==> src/rtl/a_buf_fill_ctrl_pkg.sv <==
// Shared types and constants for the A-operand ping-pong buffer controller.
// Holds array geometry defaults, element-width one-hot codes and the buffer state encoding.
package a_buf_fill_ctrl_pkg;

    localparam int SARRAY_H_DEF = 4;
    localparam int LOAD_W_DEF   = SARRAY_H_DEF * 32;

    localparam logic [2:0] W_1B = 3'b001;
    localparam logic [2:0] W_2B = 3'b010;
    localparam logic [2:0] W_4B = 3'b100;

    typedef enum logic [1:0] {
        EMPTY    = 2'd0,
        FILLING  = 2'd1,
        FULL     = 2'd2,
        DRAINING = 2'd3
    } buf_state_e;

    function automatic logic is_legal_width(input logic [2:0] w);
        return (w == W_1B) || (w == W_2B) || (w == W_4B);
    endfunction

    // Each row holds 4 bytes per column, so narrower elements need more beats.
    function automatic int unsigned beats_for_width(input logic [2:0] w, input int unsigned h);
        int unsigned n;
        case (w)
            W_1B:    n = 4 * h;
            W_2B:    n = 2 * h;
            W_4B:    n = h;
            default: n = 0;
        endcase
        return n;
    endfunction

endpackage

==> src/rtl/a_buf_fill_ctrl_slot_state.sv <==
// One A buffer's lifecycle register: EMPTY -> FILLING -> FULL -> DRAINING -> EMPTY.
// Transition strobes arriving in the wrong state are ignored; state updates one cycle after the strobe.
module a_buf_slot_state
    import a_buf_fill_ctrl_pkg::*;
(
    input  logic       clk,
    input  logic       rst,
    input  logic       i_fill_start,
    input  logic       i_fill_done,
    input  logic       i_drain_start,
    input  logic       i_drain_done,
    output logic [1:0] o_state
);

    buf_state_e r_state;
    buf_state_e w_state_nxt;

    always_ff @(posedge clk) begin
        if (rst) begin
            r_state <= EMPTY;
        end else begin
            r_state <= w_state_nxt;
        end
    end

    always_comb begin
        w_state_nxt = r_state;
        case (r_state)
            EMPTY:    if (i_fill_start)  w_state_nxt = FILLING;
            FILLING:  if (i_fill_done)   w_state_nxt = FULL;
            FULL:     if (i_drain_start) w_state_nxt = DRAINING;
            DRAINING: if (i_drain_done)  w_state_nxt = EMPTY;
            default:                     w_state_nxt = EMPTY;
        endcase
    end

    assign o_state = r_state;

endmodule

==> src/rtl/a_buf_fill_ctrl.sv <==
// Ping-pong fill/drain controller for the A buffers: beats -> registered writes (1 cycle), full buffer -> SARRAY_H read pulses.
// Backpressure via mem_ready_o/cmd_ready_o/drain_ready_o; A_BUF_FILL_PERF_EN adds stall/tile counters.
module a_buf_fill_ctrl
    import a_buf_fill_ctrl_pkg::*;
#(
    parameter int SARRAY_H = SARRAY_H_DEF,
    parameter int LOAD_W   = SARRAY_H * 32
) (
    input  logic              clk,
    input  logic              rst,
    input  logic              cmd_valid_i,
    output logic              cmd_ready_o,
    input  logic [2:0]        cmd_width_i,
    input  logic              mem_valid_i,
    output logic              mem_ready_o,
    input  logic [LOAD_W-1:0] mem_data_i,
    output logic              wr_a_buf_valid_o,
    output logic              wr_a_buf_id_o,
    output logic [2:0]        wr_a_buf_data_width_o,
    output logic [LOAD_W-1:0] wr_a_buf_data_o,
    input  logic              drain_valid_i,
    output logic              drain_ready_o,
    output logic              rd_a_buf_valid_o,
    output logic              rd_a_buf_id_o,
    output logic              err_o
`ifdef A_BUF_FILL_PERF_EN
    ,
    output logic [31:0]       perf_stall_cnt_o,
    output logic [31:0]       perf_tile_cnt_o
`endif
);

    localparam int CNT_W = $clog2(4 * SARRAY_H + 1);
    localparam int ROW_W = (SARRAY_H > 1) ? $clog2(SARRAY_H) : 1;

    logic              r_fill_ptr;
    logic              r_drain_ptr;
    logic              r_filling;
    logic              r_draining;
    logic [2:0]        r_width;
    logic [CNT_W-1:0]  r_beat_cnt;
    logic [CNT_W-1:0]  r_beats_total;
    logic [ROW_W-1:0]  r_row_cnt;
    logic              r_wr_vld;
    logic              r_wr_last;
    logic              r_wr_id;
    logic [2:0]        r_wr_width;
    logic [LOAD_W-1:0] r_wr_dat;
    logic              r_err;

    buf_state_e        w_state [2];
    logic              w_cmd_fire;
    logic              w_cmd_ok;
    logic              w_fill_go;
    logic              w_mem_fire;
    logic [CNT_W-1:0]  w_beat_nxt;
    logic              w_last_beat;
    logic              w_fill_end;
    logic              w_drain_fire;
    logic              w_drain_end;

    assign cmd_ready_o   = !r_filling && (w_state[r_fill_ptr] == EMPTY);
    assign w_cmd_fire    = cmd_valid_i && cmd_ready_o;
    assign w_cmd_ok      = is_legal_width(cmd_width_i);
    assign w_fill_go     = w_cmd_fire && w_cmd_ok;

    assign mem_ready_o   = r_filling && (r_beat_cnt < r_beats_total);
    assign w_mem_fire    = mem_valid_i && mem_ready_o;
    assign w_beat_nxt    = r_beat_cnt + 1'b1;
    assign w_last_beat   = w_mem_fire && (w_beat_nxt == r_beats_total);

    // The buffer turns FULL only once its last write has actually left the block.
    assign w_fill_end    = r_wr_vld && r_wr_last;

    assign drain_ready_o = !r_draining && (w_state[r_drain_ptr] == FULL);
    assign w_drain_fire  = drain_valid_i && drain_ready_o;
    assign w_drain_end   = r_draining && (r_row_cnt == ROW_W'(SARRAY_H - 1));

    for (genvar b = 0; b < 2; b++) begin : g_slot
        logic [1:0] w_st;

        a_buf_slot_state u_slot (
            .clk           (clk),
            .rst           (rst),
            .i_fill_start  (w_fill_go    && (r_fill_ptr  == 1'(b))),
            .i_fill_done   (w_fill_end   && (r_wr_id     == 1'(b))),
            .i_drain_start (w_drain_fire && (r_drain_ptr == 1'(b))),
            .i_drain_done  (w_drain_end  && (r_drain_ptr == 1'(b))),
            .o_state       (w_st)
        );

        assign w_state[b] = buf_state_e'(w_st);
    end

    always_ff @(posedge clk) begin
        if (rst) begin
            r_fill_ptr    <= 1'b0;
            r_filling     <= 1'b0;
            r_width       <= '0;
            r_beat_cnt    <= '0;
            r_beats_total <= '0;
        end else begin
            if (w_fill_go) begin
                r_filling     <= 1'b1;
                r_width       <= cmd_width_i;
                r_beat_cnt    <= '0;
                r_beats_total <= CNT_W'(beats_for_width(cmd_width_i, SARRAY_H));
            end else if (w_mem_fire) begin
                r_beat_cnt    <= w_beat_nxt;
            end
            if (w_fill_end) begin
                r_filling  <= 1'b0;
                r_fill_ptr <= ~r_fill_ptr;
            end
        end
    end

    always_ff @(posedge clk) begin
        if (rst) begin
            r_wr_vld   <= 1'b0;
            r_wr_last  <= 1'b0;
            r_wr_id    <= 1'b0;
            r_wr_width <= '0;
            r_wr_dat   <= '0;
            r_err      <= 1'b0;
        end else begin
            r_wr_vld  <= w_mem_fire;
            r_wr_last <= w_last_beat;
            if (w_mem_fire) begin
                r_wr_id    <= r_fill_ptr;
                r_wr_width <= r_width;
                r_wr_dat   <= mem_data_i;
            end
            // Illegal widths are consumed so the command stream cannot wedge.
            r_err <= w_cmd_fire && !w_cmd_ok;
        end
    end

    always_ff @(posedge clk) begin
        if (rst) begin
            r_drain_ptr <= 1'b0;
            r_draining  <= 1'b0;
            r_row_cnt   <= '0;
        end else if (w_drain_fire) begin
            r_draining <= 1'b1;
            r_row_cnt  <= '0;
        end else if (r_draining) begin
            if (w_drain_end) begin
                r_draining  <= 1'b0;
                r_drain_ptr <= ~r_drain_ptr;
                r_row_cnt   <= '0;
            end else begin
                r_row_cnt <= r_row_cnt + 1'b1;
            end
        end
    end

    assign wr_a_buf_valid_o      = r_wr_vld;
    assign wr_a_buf_id_o         = r_wr_id;
    assign wr_a_buf_data_width_o = r_wr_width;
    assign wr_a_buf_data_o       = r_wr_dat;
    assign rd_a_buf_valid_o      = r_draining;
    assign rd_a_buf_id_o         = r_drain_ptr;
    assign err_o                 = r_err;

`ifdef A_BUF_FILL_PERF_EN
    logic [31:0] r_perf_stall;
    logic [31:0] r_perf_tile;

    always_ff @(posedge clk) begin
        if (rst) begin
            r_perf_stall <= '0;
            r_perf_tile  <= '0;
        end else begin
            if (r_filling && !mem_valid_i && (r_perf_stall != '1)) begin
                r_perf_stall <= r_perf_stall + 1'b1;
            end
            if (w_drain_end && (r_perf_tile != '1)) begin
                r_perf_tile <= r_perf_tile + 1'b1;
            end
        end
    end

    assign perf_stall_cnt_o = r_perf_stall;
    assign perf_tile_cnt_o  = r_perf_tile;
`endif

endmodule

==> config.mk <==
export PLATFORM = sky130hd
export DESIGN_NAME = a_buf_fill_ctrl
export DESIGN_NICKNAME = d
export VERILOG_FILES = /design/src/rtl/a_buf_fill_ctrl_pkg.sv /design/src/rtl/a_buf_fill_ctrl_slot_state.sv /design/src/rtl/a_buf_fill_ctrl.sv
export SDC_FILE = /design/constraint.sdc
export NUM_CORES = 1
export LEC_CHECK = 0
export BUFFER_PORTS_ARGS = -buffer_cell sky130_fd_sc_hd__buf_2
export CORE_ASPECT_RATIO = 1.25
export CORE_MARGIN = 2
export CORE_UTILIZATION = 25
export DETAILED_ROUTE_END_ITERATION = 10
export SYNTH_ARGS = -nofsm -noshare
export SYNTH_HDL_FRONTEND = slang
export SYNTH_HIERARCHICAL = 1
export SYNTH_SLANG_ARGS = --single-unit
export TNS_END_PERCENT = 1
==> constraint.sdc <==
create_clock -name clk -period 2.1 [get_ports clk]
set_clock_uncertainty 0.05 [all_clocks]
set_input_delay 0.42 -clock clk [delete_from_list [all_inputs] [get_ports clk]]
set_output_delay 0.42 -clock clk [all_outputs]
set_load 0.005 [all_outputs]
## Word level (Yosys, flattened, before mapping)

Cells that the tools add are included.

- Flip-flop bits (word level): 158

- $lt $le $gt $ge: 3
- Reductions and logical operators: 33
- Bitwise operators: 6
- Add/subtract/negate cells: 2
- Eq/ne operators: 20
- Multiplexer cells: 21

Operator list:

| cell | number |
|---|---|
| $mux 2 | 15 |
| $logic_and 1x1->1 | 19 |
| $ne 2x1->1 const B | 8 |
| $pmux 2 s4 | 2 |
| $pmux 5 s3 | 1 |
| $eq 2x2->1 const B | 6 |
| $reduce_and 4->1 | 2 |
| $logic_not 2->1 | 3 |
| $reduce_or 2->1 | 3 |
| $add 5x1->5 const B | 1 |
| $eq 5x5->1 | 1 |
| $lt 5x5->1 | 1 |
| $eq 2x1->1 const B | 2 |
| $ge 2x2->1 const B | 2 |
| $not 1->1 | 4 |
| $not 1->2 | 2 |
| $eq 3x1->1 const B | 1 |
| $eq 3x2->1 const B | 1 |
| $eq 3x3->1 const B | 1 |
| $logic_not 1->1 | 3 |
| $mux 1 | 3 |
| $reduce_and 3->1 | 1 |
| $add 2x1->2 const B | 1 |
| $logic_or 1x1->1 | 2 |

## Depth between registers and ports, before layout

- Word-level depth: 11
- Mapped depth: 9

## Hierarchy

The synthesis kept the hierarchy.

By module, submodules not included:

| module | cells each | instances | area each (µm²) | sequential area each (µm²) |
|---|---|---|---|---|
| a_buf_fill_ctrl | 691 | 1 | 5681.7 | 3042.9 |
| a_buf_slot_state | 20 | 2 | 214.0 | 40.0 |

## Worst setup path before layout

No wires, ideal clock.

- Kind: input to register
- From: input cmd_width_i[0]
- To: register g_slot[0].u_slot.r_state[0]
- Required time: 1.978 ns
- Stages: 7
- Data arrival time: 1.870 ns
- Slack: 0.109 ns
- Cells stage by stage: or3b_1 o21ai_0 nor2b_1 nor2b_1 nor2b_1 a2111oi_4 mux2i_1

- Cells in the longest elaborated chain, start to end: 7
- Elaborated cells on any way between the ends: 9

Ends and longest elaborated chain:

| item | line | RTL |
|---|---|---|
| start, declared | a_buf_fill_ctrl.sv:13 | `input logic [2:0] cmd_width_i,` |
| $eq 3x1->1 / $eq 3x2->1 (equally long branches) | a_buf_fill_ctrl_pkg.sv:20 | `return (w == W_1B) \|\| (w == W_2B) \|\| (w == W_4B);` |
| $logic_or 1x1->1 | a_buf_fill_ctrl_pkg.sv:20 |  |
| $logic_or 1x1->1 * | a_buf_fill_ctrl_pkg.sv:20 |  |
| $logic_and 1x1->1 * | a_buf_fill_ctrl.sv:65 | `assign w_fill_go = w_cmd_fire && w_cmd_ok;` |
| $logic_and 1x1->1 * | a_buf_fill_ctrl.sv:85 | `.i_fill_start (w_fill_go && (r_fill_ptr == 1'(b))),` |
| $ne 2x1->1 (no line) * | - |  |
| $reduce_and 4->1 (no line) * | - |  |
| end signal, assigned | a_buf_fill_ctrl_slot_state.sv:22 | `r_state <= w_state_nxt;` |
| end, declared | a_buf_fill_ctrl_slot_state.sv:15 | `buf_state_e r_state;` |

Every way passes the cells marked *; elsewhere a longest branch is shown, timed or not.
A chain may end at the register's enable or synchronous reset.

## Final worst setup path

- From: register r_beats_total[4]
- To: output mem_ready_o

- Cells in the longest elaborated chain, start to end: 2

Ends and longest elaborated chain:

| item | line | RTL |
|---|---|---|
| start, declared | a_buf_fill_ctrl.sv:42 | `logic [CNT_W-1:0] r_beats_total;` |
| start signal, assigned | a_buf_fill_ctrl.sv:107 | `r_beats_total <= CNT_W'(beats_for_width(cmd_width_i, SARRAY_H));` |
| $lt 5x5->1 | a_buf_fill_ctrl.sv:67 | `assign mem_ready_o = r_filling && (r_beat_cnt < r_beats_total);` |
| $logic_and 1x1->1 | a_buf_fill_ctrl.sv:67 |  |
| end, declared | a_buf_fill_ctrl.sv:15 | `output logic mem_ready_o,` |

Every way passes these cells.

==> metrics <==
Hold Path Class=in -> reg; post-layout power=0.00675 W; Tightest Pin Transition=between 0.3 and 0.4 ns; DRC=0; worst r2r src=g_slot[0].u_slot/o_state[1]$_SDFFE_PP0P_; Core Area=~0.024 mm2; via count=5,666; row count=between 60 and 70; Total GRT Usage=roughly an eighth; worst-path cell chain=inv_1, ha_4, nand2_2, o211a_1, buf_2; die area=0.0257 mm2; Max-Cap Viols=0; post-synthesis sequential area ratio=between 50% and 60%; drt first-iter violations=205; HP Start=mem_data_i[21]; top_reg_cell synth=dfxtp_1; metal2 WL=approximately 8000 um; Final ANT Viol Nets=0; initial antenna violation count=1; fin crit share=95.8%; IO buf count=between 200 and 300; # IOs=275; Post-synth ARST share=0%; CTS buffer count=17; most frequent cells in the layout=273 x buf_2, 260 x nand2_1, 152 x dfxtp_1; sequential cell area=0.00313 mm2; max frequency=around 500 MHz; H-tree depth=4; status=completed; Worst Path Arrival=around 1.5 ns; gate count of the mapped netlist=roughly 730; metal1 wirelength=7290 um; power per cell area=roughly 800 mW/mm2; Multi-input gate area=~0.0027 mm2; Final HPWL DP=~12,000 um; EDFF count, synth=0; commonest non-fill, non-tap cell in the layout=buf_2; Final Max Slew Viols=0; Max Used Layer=met4; syn_nets=approximately 900; Via density=~4.2; CTS max path bufs=2; Setup violations, final=0; Leakage=~3.7 nW; Worst setup SP type=register; synth warn=6; Syn Area/Cell=between 8 and 9 um2; worst vdd ir=about 0.52 mV; Final Hold Fails=0; metal3 WL=about 1200 um; worst-skew pair later-pin latency=between 0.4 and 0.5 ns; layout cell share with drive strength beyond 1=a little over a third; P&R area growth vs syn=39.3%; Worst setup EP type=output pin; max incr delay on CP=0.35 ns; Cell Area, Synth=between 0.006 and 0.007 mm2; vias in the first global route=5,205; Die Width=about 140 um; CP Data Required Time=1.63 ns; CTS tree=yes; chip height=179 um; crit-path max FO=3; Layout Nets=approximately 1,200; CP max-delay cell=dfxtp_2; CTS sink cnt=roughly 160; post-layout min period=2.01 ns; RSZ-0062 raised after global routing=no; DR WL/cell=about 13 um; Initial DRT Pass Iterations=4; synth unique cells=44; clk slew on worst S/H paths=0.07 ns; Synth Register Bits=~160; CTS root buffer=clkbuf_16; first-pass GRT wire length=25,400 um; Hold WS=approximately 0.18 ns; initial core utilization=25.6%; GPL Wtd Cong=between 0.7 and 0.8; Filler Cells Inserted=between 2,000 and 3,000; Worst Setup SP=r_beats_total[4]$_SDFFE_PP0P_; Slew Limit Headroom=around three quarters; pin count of the biggest net entering global routing=74; grt total ovfl=0; Worst Path Class, Setup=reg -> out; total routed wirelength=16,900 um
## logic make-up after synthesis
kind of cell | count (synthesis) | share of synthesized area [%]
AOI/OAI and AO/OA | 164 | 15.9
buffers and inverters | 58 | 5.55
xor gates and xnor gates | 7 | 1.00
muxes | 5 | 0.819
adders and majority gates | 15 | 3.07
and+or+nand+nor | 326 | 22.5
DFF | 156 | 51.1
## registers in the layout, indices dropped and copies added, names as in the netlist
register               count
r_beats_total              3
r_width                    3
wr_a_buf_valid_o           1
wr_a_buf_data_o          128
r_filling                  1
wr_a_buf_data_width_o      3
r_wr_last                  1
rd_a_buf_id_o              1
r_row_cnt                  2
g_slot.u_slot/o_state      4
err_o                      1
wr_a_buf_id_o              1
r_beat_cnt                 5
r_fill_ptr                 1
rd_a_buf_valid_o           1
## area by class of cell
type | count | share of cell area (%)
clock buffer | 19 | 5.32
timing repair buffer | 300 | 19.6
antenna | 2 | 0.0588
sequential | 156 | 36.7
multi-input combinational | 517 | 31.6
tap | 325 | 4.78
clock inverter | 13 | 1.37
inverter | 12 | 0.529
## synthesized netlist by cell type, types with 7 or more instances
cell type	instances	area share (%)
dfxtp_1	156	51
ha_1	15	3.1
nor2_1	13	0.80
buf_4	8	0.98
buf_6	7	1.3
a21oi_2	10	1.4
nand2b_1	10	1.0
inv_1	12	0.74
clkbuf_1	15	0.92
buf_2	13	1.1
nand2_1	262	16
a21oi_1	129	11
nor2b_1	7	0.72
nand2_2	10	1.0
## repair_timing
item | 4_1_cts | 5_1_grt
gates cloned | 0 | 0
gates resized for setup | 4 | 8
endpoints found under the setup margin | 1 | 6
hold endpoints to repair | 0 | 0
pin swaps | 0 | 0
setup buffers | 0 | 2
hold buffers | 0 | 0
## metal layers
| layer | track usage, % | vias to the layer above |
|---|---|---|
| met3 | 4.22 | 18 |
| li1 | - | 2927 |
| met5 | 0 | - |
| met2 | 20.9 | 181 |
| met4 | 4.70 | 0 |
| met1 | 14.5 | 2540 |
## through the flow
stage	area [um2]	instances	util, %	setup WS [ns]	TNS [ns]
4_1_cts	8460	1340	35.4	0.00419	0
5_1_grt	8510	1342	35.6	0.00151	0
3_3_place_gp	7890	1308	33.0	-0.0774	-0.243
3_5_place_dp	7890	1308	33.0	-0.0814	-0.275
2_1_floorplan	6110	731	-	0.109	0
6_report	8510	1344	35.6	0.0874	0
## worst max-delay path, delay by kind of cell (launching register included)
| kind | cells | cell delay (ns) |
|---|---|---|
| buffers and inverters | 2 | 0.22 |
| adder cells (fa/ha/maj) | 1 | 0.27 |
| AND/OR/NAND/NOR | 1 | 0.08 |
| AO/OA/AOI/OAI | 1 | 0.21 |
| flip-flops | 1 | 0.35 |
## worst paths after layout
kind         slack (ns)  depth (start not counted)                                        to
max                0.09                          5                               mem_ready_o
min                0.18                          3          wr_a_buf_data_o[21]$_SDFFE_PP0P_
min reg2reg        0.40                          2           wr_a_buf_data_o[8]$_SDFFE_PP0P_
max reg2reg        0.23                          6  g_slot[1].u_slot/o_state[0]$_SDFFE_PP0P_
## power by group
part	total (W)	internal [W]	switching (W)
clock network	0.00299	0.00170	0.00129
logic	0.000685	0.000344	0.000341
registers	0.00307	0.00302	0.0000540
total	0.00675	0.00506	0.00169
No activity file was read; power rests on OpenSTA's default activity.
